==> src/rtl/dmem_if.sv <==
// dmem_if: core request/response and data-memory strobe bundle for dmem_access_ctrl
interface dmem_if #(
  parameter int DATA_W = 32,
  parameter int ADDR_W = 32
);
  logic              req_valid;
  logic              req_ready;
  logic              req_we;
  logic [ADDR_W-1:0] req_addr;
  logic [DATA_W-1:0] req_wdata;
  logic              rsp_valid;
  logic [DATA_W-1:0] rsp_rdata;
  logic              rsp_err;
  logic [ADDR_W-1:0] address_d;
  logic [DATA_W-1:0] write_data;
  logic              memwrite;
  logic              memread;
  logic [DATA_W-1:0] read_data;
  modport master (
    input  req_valid, req_we, req_addr, req_wdata, read_data,
    output req_ready, rsp_valid, rsp_rdata, rsp_err, address_d, write_data, memwrite, memread
  );
  modport slave (
    output req_valid, req_we, req_addr, req_wdata, read_data,
    input  req_ready, rsp_valid, rsp_rdata, rsp_err, address_d, write_data, memwrite, memread
  );
endinterface

==> src/rtl/dmem_access_ctrl.sv <==
// dmem_access_ctrl: one-at-a-time data-memory initiator, address parked between accesses;
// define DMEM_BOUNDS_CHECK_EN to reject addresses >= DEPTH with rsp_err instead of accessing memory.
module dmem_access_ctrl #(
  parameter int                DATA_W    = 32,
  parameter int                ADDR_W    = 32,
  parameter int                DEPTH     = 10,
  parameter int                MEM_LAT   = 1,
  parameter logic [ADDR_W-1:0] PARK_ADDR = 32'hFFFF_FFFF
) (
  input logic   clk,
  input logic   rst,
  dmem_if.master bus
);
`ifdef DMEM_BOUNDS_CHECK_EN
  localparam bit BOUNDS_CHECK = 1'b1;
`else
  localparam bit BOUNDS_CHECK = 1'b0;
`endif
  typedef enum logic [1:0] {IDLE, ACCESS, DONE} state_t;
  state_t            state, state_n;
  logic [3:0]        lat_cnt;
  logic              we_q, err_q, bad, accept;
  logic [ADDR_W-1:0] addr_q;
  logic [DATA_W-1:0] wdata_q, rdata_q;
  assign bad    = BOUNDS_CHECK && (bus.req_addr >= ADDR_W'(DEPTH));
  assign accept = (state == IDLE) && bus.req_valid;
  always_ff @(posedge clk or posedge rst)
    if (rst) state <= IDLE;
    else state <= state_n;
  // Outputs decode from state so an asynchronous reset drops the strobes at once.
  always_comb begin
    state_n = (state == IDLE)   ? (bus.req_valid ? (bad ? DONE : ACCESS) : IDLE) :
              (state == ACCESS) ? ((lat_cnt == 4'd0) ? DONE : ACCESS) : IDLE;
    bus.req_ready  = state == IDLE;
    bus.address_d  = (state == IDLE) ? PARK_ADDR : addr_q;
    bus.write_data = wdata_q;
    bus.memwrite   = (state == ACCESS) && we_q;
    bus.memread    = (state == ACCESS) && !we_q;
    bus.rsp_valid  = state == DONE;
    bus.rsp_err    = (state == DONE) && err_q;
    bus.rsp_rdata  = rdata_q;
  end
  always_ff @(posedge clk or posedge rst)
    if (rst) begin
      lat_cnt <= '0;
      we_q    <= 1'b0;
      err_q   <= 1'b0;
      addr_q  <= '0;
      wdata_q <= '0;
      rdata_q <= '0;
    end else if (accept) begin
      lat_cnt <= 4'(MEM_LAT - 1);
      we_q    <= bus.req_we;
      err_q   <= bad;
      addr_q  <= bus.req_addr;
      wdata_q <= bus.req_wdata;
    end else if (state == ACCESS) begin
      lat_cnt <= lat_cnt - 4'd1;
      if (lat_cnt == 4'd0 && !we_q) rdata_q <= bus.read_data;
    end
endmodule

==> src/flat_wrapper.sv <==
// flat-port wrapper written by rule: the top's interface ports become plain ports
module dmem_access_ctrl_flat 
#(
  parameter int                DATA_W    = 32,
  parameter int                ADDR_W    = 32,
  parameter int                DEPTH     = 10,
  parameter int                MEM_LAT   = 1,
  parameter logic [ADDR_W-1:0] PARK_ADDR = 32'hFFFF_FFFF
)
  (clk, rst, bus_req_valid, bus_req_we, bus_req_addr, bus_req_wdata, bus_read_data, bus_req_ready, bus_rsp_valid, bus_rsp_rdata, bus_rsp_err, bus_address_d, bus_write_data, bus_memwrite, bus_memread);
  dmem_if #(.DATA_W(DATA_W), .ADDR_W(ADDR_W)) bus_i ();
  input logic clk;
  input logic rst;
  input wire logic [$bits(bus_i.req_valid)-1:0] bus_req_valid;
  input wire logic [$bits(bus_i.req_we)-1:0] bus_req_we;
  input wire logic [$bits(bus_i.req_addr)-1:0] bus_req_addr;
  input wire logic [$bits(bus_i.req_wdata)-1:0] bus_req_wdata;
  input wire logic [$bits(bus_i.read_data)-1:0] bus_read_data;
  output wire logic [$bits(bus_i.req_ready)-1:0] bus_req_ready;
  output wire logic [$bits(bus_i.rsp_valid)-1:0] bus_rsp_valid;
  output wire logic [$bits(bus_i.rsp_rdata)-1:0] bus_rsp_rdata;
  output wire logic [$bits(bus_i.rsp_err)-1:0] bus_rsp_err;
  output wire logic [$bits(bus_i.address_d)-1:0] bus_address_d;
  output wire logic [$bits(bus_i.write_data)-1:0] bus_write_data;
  output wire logic [$bits(bus_i.memwrite)-1:0] bus_memwrite;
  output wire logic [$bits(bus_i.memread)-1:0] bus_memread;
  assign bus_i.req_valid = bus_req_valid;
  assign bus_i.req_we = bus_req_we;
  assign bus_i.req_addr = bus_req_addr;
  assign bus_i.req_wdata = bus_req_wdata;
  assign bus_i.read_data = bus_read_data;
  assign bus_req_ready = bus_i.req_ready;
  assign bus_rsp_valid = bus_i.rsp_valid;
  assign bus_rsp_rdata = bus_i.rsp_rdata;
  assign bus_rsp_err = bus_i.rsp_err;
  assign bus_address_d = bus_i.address_d;
  assign bus_write_data = bus_i.write_data;
  assign bus_memwrite = bus_i.memwrite;
  assign bus_memread = bus_i.memread;
  dmem_access_ctrl #(.DATA_W(DATA_W), .ADDR_W(ADDR_W), .DEPTH(DEPTH), .MEM_LAT(MEM_LAT), .PARK_ADDR(PARK_ADDR)) u_core (.clk(clk), .rst(rst), .bus(bus_i));
endmodule
==> config.mk <==
export PLATFORM = sky130hd
export DESIGN_NAME = dmem_access_ctrl_flat
export DESIGN_NICKNAME = d
export VERILOG_FILES = /design/src/rtl/dmem_if.sv /design/src/rtl/dmem_access_ctrl.sv /design/src/flat_wrapper.sv
export SDC_FILE = /design/constraint.sdc
export NUM_CORES = 1
export LEC_CHECK = 0
export ABC_AREA = 0
export CAP_MARGIN = 30
export CORE_UTILIZATION = 39
export CTS_CLUSTER_DIAMETER = 100
export DETAILED_ROUTE_END_ITERATION = 6
export DONT_BUFFER_PORTS = 1
export PLACE_DENSITY_LB_ADDON = 0.3
export SETUP_SLACK_MARGIN = 0.15
export SLEW_MARGIN = 15
export SYNTH_ARGS = -nofsm -noshare
export SYNTH_HDL_FRONTEND = slang
export SYNTH_SLANG_ARGS = --single-unit
==> constraint.sdc <==
create_clock -name clk -period 3.6 [get_ports clk]
set_input_delay 0.54 -clock clk [delete_from_list [all_inputs] [get_ports clk]]
set_output_delay 0.54 -clock clk [all_outputs]
set_load 0.005 [all_outputs]
# Word level (Yosys, flattened, before mapping)
# Index checks and enable logic that the tools add are counted.
[totals]
regBits = 103
input_bits = 100
out_inout_bits = 101
word_cells = 26
[op_classes]
add_sub_neg = 1
eq_ne = 2
mux = 7
bitwise_logic = 1
n_reduce_logical = 9
[op_table]
columns = ["op", "count"]
rows = [
  ["2-to-1 mux 32 bit", 1],
  ["2-to-1 mux 4 bit", 2],
  ["2-to-1 mux 2 bit", 3],
  ["logical AND 1 bit", 4],
  ["zero test 4 bit", 1],
  ["subtractor 4 x 1 -> 4 bit, second input constant", 1],
  ["AND reduction 3 bit", 1],
  ["== test 2 x 1 -> 1 bit, second input constant", 1],
  ["== test 2 bit, second input constant", 1],
  ["zero test 2 bit", 1],
  ["nonzero test 2 bit", 1],
  ["zero test 1 bit", 1],
  ["2-to-1 mux 1 bit", 1],
  ["NOT 1 bit", 1],
]

# Depth between registers and ports, before layout
[depth]
depth_word = 4
mapped_depth = 7
depth_no_buf = 5

# Worst setup path after synthesis
# No wires, ideal clock.
[synth_path]
path_type = "reg2reg"
start = "register u_core.lat_cnt[0]"
end = "register u_core.rdata_q[0], in the netlist u_core.bus.rsp_rdata[0]"
setup_time_ns = 0.125
arrival_ns = 1.825
t_required_ns = 3.475
path_slack_ns = 1.650
path_stages_with_launch = 8
path_buffers = 2
period_less_slack_ns = 1.950
path_cell_list = "dfrtp_1 inv_1 ha_1 or3b_1 or3_1 buf_6 buf_12 mux2_4"
[synth_via]
elab_chain_cells = 3
[synth_rtl]
columns = ["element", "line_no", "source"]
rows = [
  ["start: declaration", "dmem_access_ctrl.sv:21", "logic [3:0] lat_cnt;"],
  ["start signal: assignment", "dmem_access_ctrl.sv:52", "lat_cnt <= 4'(MEM_LAT - 1);"],
  ["start signal: assignment", "dmem_access_ctrl.sv:58", "lat_cnt <= lat_cnt - 4'd1;"],
  ["zero test 4 bit", "dmem_access_ctrl.sv:59", "if (lat_cnt == 4'd0 && !we_q) rdata_q <= bus.read_data;"],
  ["logical AND 1 bit", "dmem_access_ctrl.sv:59", ""],
  ["AND reduction 3 bit (no line)", "-", ""],
  ["end signal: assignment", "dmem_access_ctrl.sv:59", ""],
  ["end: declaration", "dmem_access_ctrl.sv:24", "logic [DATA_W-1:0] wdata_q, rdata_q;"],
]
# No other way between the ends.
# A chain may end at the register's enable or synchronous reset.

# Worst setup path after layout
[layout_path]
start = "register u_core.lat_cnt[0]"
end = "register u_core.rdata_q[18], in the netlist u_core.bus.rsp_rdata[18]"
# The elaborated chain is that of the path after synthesis.

==> metrics.md <==
| Metric | Value |
|---|---|
| Drt total wl | 8.09 mm |
| Unique masters post-synth | 25 |
| Sink Count | 103 |
| Root buffer cell | clkbuf_8 |
| Routed vias | 2,102 |
| Post-Synth Adder-Cell Area | 0.294% |
| Die X | 106 um |
| Top sig layer | met4 |
| Number of port buffers | 0 |
| Resize count post-CTS | 0 |
| Initial antenna violation count | 0 |
| DP Area | 0.00436 mm^2 |
| Wire length per cell | 19.4 um |
| WL met1 | 3.12 mm |
| Die Ht | 106 um |
| RSZ-0062 raised after global routing | false |
| MaxCap Viol Count | 0 |
| CP endpoint kind | flop |
| Clock Latency Late Sink | 0.37 ns |
| Fin. max-slew vios | 0 |
| Max Clock Skew | 0.00970 ns |
| DRC | 0 |
| Post-Syn Area per Cell | 15.4 um^2 |
| Post-CTS setup buffer count | 0 |
| Crit Path Class | flop to flop |
| Die area | 0.0113 mm^2 |
| VDD IR max | 0.000513 V |
| FF/Latch Area | 0.00258 mm^2 |
| Post-Synth Simple-Gate Area | 6.94% |
| Min Tclk post-route | 2.40 ns |
| Hold Crit Class | input port to asynchronous set/reset pin |
| Synth Area in Compound Gates | 0.353% |
| Synthesized instance count | 276 |
| Worst R2R Start | u_core.lat_cnt[0]$_DFFE_PP0P_ |
| 1st-pass router iterations | 3 |
| Antenna diode count | 0 |
| Fmax | 0.417 GHz |
| Share of cells above drive strength 1 | 55.0% |
| Power Total | 4.37 mW |
| Clk buf depth | 2 |
| Place WS | 1.14 ns |
| Final worst path period share | 66.7% |
| Congestion Overflow GR | 0 |
| Wire length on met3 | 1.02 mm |
| TNS Setup | 0 ns |
| Syn nets | 377 |
| Worst Slack Setup Final | 1.20 ns |
| Setup Viol. Count Final | 0 |
| Core Area | 0.0105 mm^2 |
| Main combinational cell family by area after synthesis | multiplexers |
| Total CTS buffers | 9 |
| Area taken by multi-input logic gates | 0.00155 mm^2 |
| Multiplexer share of the synthesized area | 28.5% |
| Overall routing resource usage | 14.3% |
| Largest net degree at the start of global routing | 80 |
| Initial DRC Count | 98 |
| DPL Wire Length | 5.62 mm |
| Area delta synth->final | 8.29% |
| Status | complete, no violations |
| Routability Congestion | 0.682 |
| Vias in the first global route | 2,359 |
| Met2 routed WL | 3.86 mm |
| Hold buffers post-CTS | 0 |
| Design area | 0.00461 mm^2 |
| Synth Cell Area | 0.00426 mm^2 |
| Register area share after synthesis | 60.5% |
| Final Hold Viols | 0 |
| CP arrival | 2.66 ns |
| Max_slew headroom | 66.5% |
| H-tree Lvls | 3 |
| CP startpoint kind | flop |
| Critical Path RT | 3.86 ns |
| Nets | 376 |
| First-pass GRT wire length | 12.1 mm |
| I/O pin count | 201 |
| Worst-path maximum fanout | 19 |
| Power Density | 947 mW/mm^2 |
| FP Rows | 37 |
| CTS tree | built |
| Vias per inst | 5.05 |
| Filler instances | 935 |
| Initial Util | 40.7% |
| LEAKAGE | 2.08 nW |
| Crit path from | u_core.lat_cnt[0]$_DFFE_PP0P_ |
| Area share of xor/xnor cells in the synthesized design | 0% |
| Synth Register Bits | 103 |
| ANT nets after route | 0 |
| Clock slew at reported path FFs | 0.10 ns |
| Synthesis Warnings | 0 |
| Worst slew pin tran | 0.503 ns |
## kinds of logic after synthesis
family	after synthesis
AOI/OAI and AO/OA	3
and+or+nand+nor	49
other	1
adders and majority gates	1
DFF	103
muxes	98
buffers and inverters	21
## flip-flops by register name, summed over array words and instances, names as in the netlist
name / cells
u_core.state: 2
u_core.bus.write_data: 32
u_core.bus.rsp_rdata: 32
u_core.lat_cnt: 4
u_core.addr_q: 32
u_core.we_q: 1
## area by class of cell
cell class	count	area share [%]
clock buffers	11	3.28
clock inverters	5	0.896
inverters	4	0.380
multi-input cells	152	33.6
flip-flops and latches	103	55.9
well taps	136	3.69
repair buffers	5	2.28
## worst paths after layout
check,end,slack (ns),cells past startpoint
max,u_core.bus.rsp_rdata[18]$_DFFE_PP0P_,1.20,6
min,u_core.bus.rsp_rdata[5]$_DFFE_PP0P_,0.03,1
max reg2reg,u_core.bus.rsp_rdata[18]$_DFFE_PP0P_,1.20,6
min reg2reg,u_core.lat_cnt[3]$_DFFE_PP0P_,0.48,1
max in group asynchronous,u_core.addr_q[26]$_DFFE_PP0P_,2.59,3
min in group clk,u_core.bus.rsp_rdata[0]$_DFFE_PP0P_,0.31,1
## critical path, cell delays in order, from the launching register on
cell and delay, ns:
dfrtp_1 0.41, inv_1 0.07, ha_1 0.15, or3b_1 0.38, or3_2 0.69, buf_16 0.28
mux2_4 0.32
## placed cells by master (no fill, tap or decap)
master      synthesis  routed
buf_16              0       3
buf_4               1       1
buf_8               0       1
clkbuf_8            0      11
clkinv_4            0       2
clkinvlp_4          0       2
conb_1              1       1
dfrtp_1           103     103
ha_1                1       1
inv_1               4       3
inv_4               0       1
inv_6               0       1
mux2_2             67      67
mux2_4             30      30
mux2i_1             1       1
nand2_1             2       2
nand2b_1            1       1
nand3_1             3       3
nand3b_1            1       1
nor2_1              4       3
nor2_2              0       1
nor2b_1             1       1
nor4_1              1       1
o21ai_0             3       3
or2_2              32      32
or2b_1              1       1
or3_2               0       1
or3b_1              1       1
or3b_4              0       1
## power breakdown
group	leakage (nW)	total (mW)	internal [mW]	switching (mW)
clock	0.0922	0.701	0.294	0.407
sequential	1.21	2.17	1.75	0.419
combinational	0.780	1.49	0.921	0.569
total	2.08	4.37	2.97	1.39
## cell usage after synthesis
| library cell | number | area [um^2] |
|---|---|---|
| dfrtp_1 | 103 | 2580 |
| mux2_2 | 67 | 754 |
| or2_2 | 32 | 200 |
| mux2_4 | 30 | 450 |
| clkbuf_1 | 10 | 37.5 |
| inv_1 | 4 | 15.0 |
| nor2_1 | 4 | 15.0 |
| buf_12 | 3 | 60.1 |
| nand3_1 | 3 | 15.0 |
| o21ai_0 | 3 | 15.0 |
| buf_1 | 2 | 7.51 |
| nand2_1 | 2 | 7.51 |
| buf_4 | 1 | 7.51 |
| buf_6 | 1 | 11.3 |
| conb_1 | 1 | 3.75 |
| ha_1 | 1 | 12.5 |
| mux2i_1 | 1 | 10.0 |
| nand2b_1 | 1 | 6.26 |
| nand3b_1 | 1 | 7.51 |
| nor2b_1 | 1 | 6.26 |
| nor4_1 | 1 | 6.26 |
| or2b_1 | 1 | 7.51 |
| or3_1 | 1 | 6.26 |
| or3b_1 | 1 | 8.76 |
| or3b_2 | 1 | 8.76 |
## routing by layer
layer / track usage (%) / up-vias
li1: - / 925
met1: 15.2 / 1038
met2: 23.9 / 133
met3: 8.58 / 6
met4: 4.11 / 0
met5: 0 / -
## stage by stage
step	hold slack (ns)	std cells	util [%]
after floorplan	0.443	276	-
after global placement	0.468	396	41.3
after detailed placement	0.480	398	41.7
after CTS	0.278	414	43.5
after global routing	0.0181	416	44.1
final	0.0297	416	44.1
Note: power is estimated with default switching activity, not from simulation.
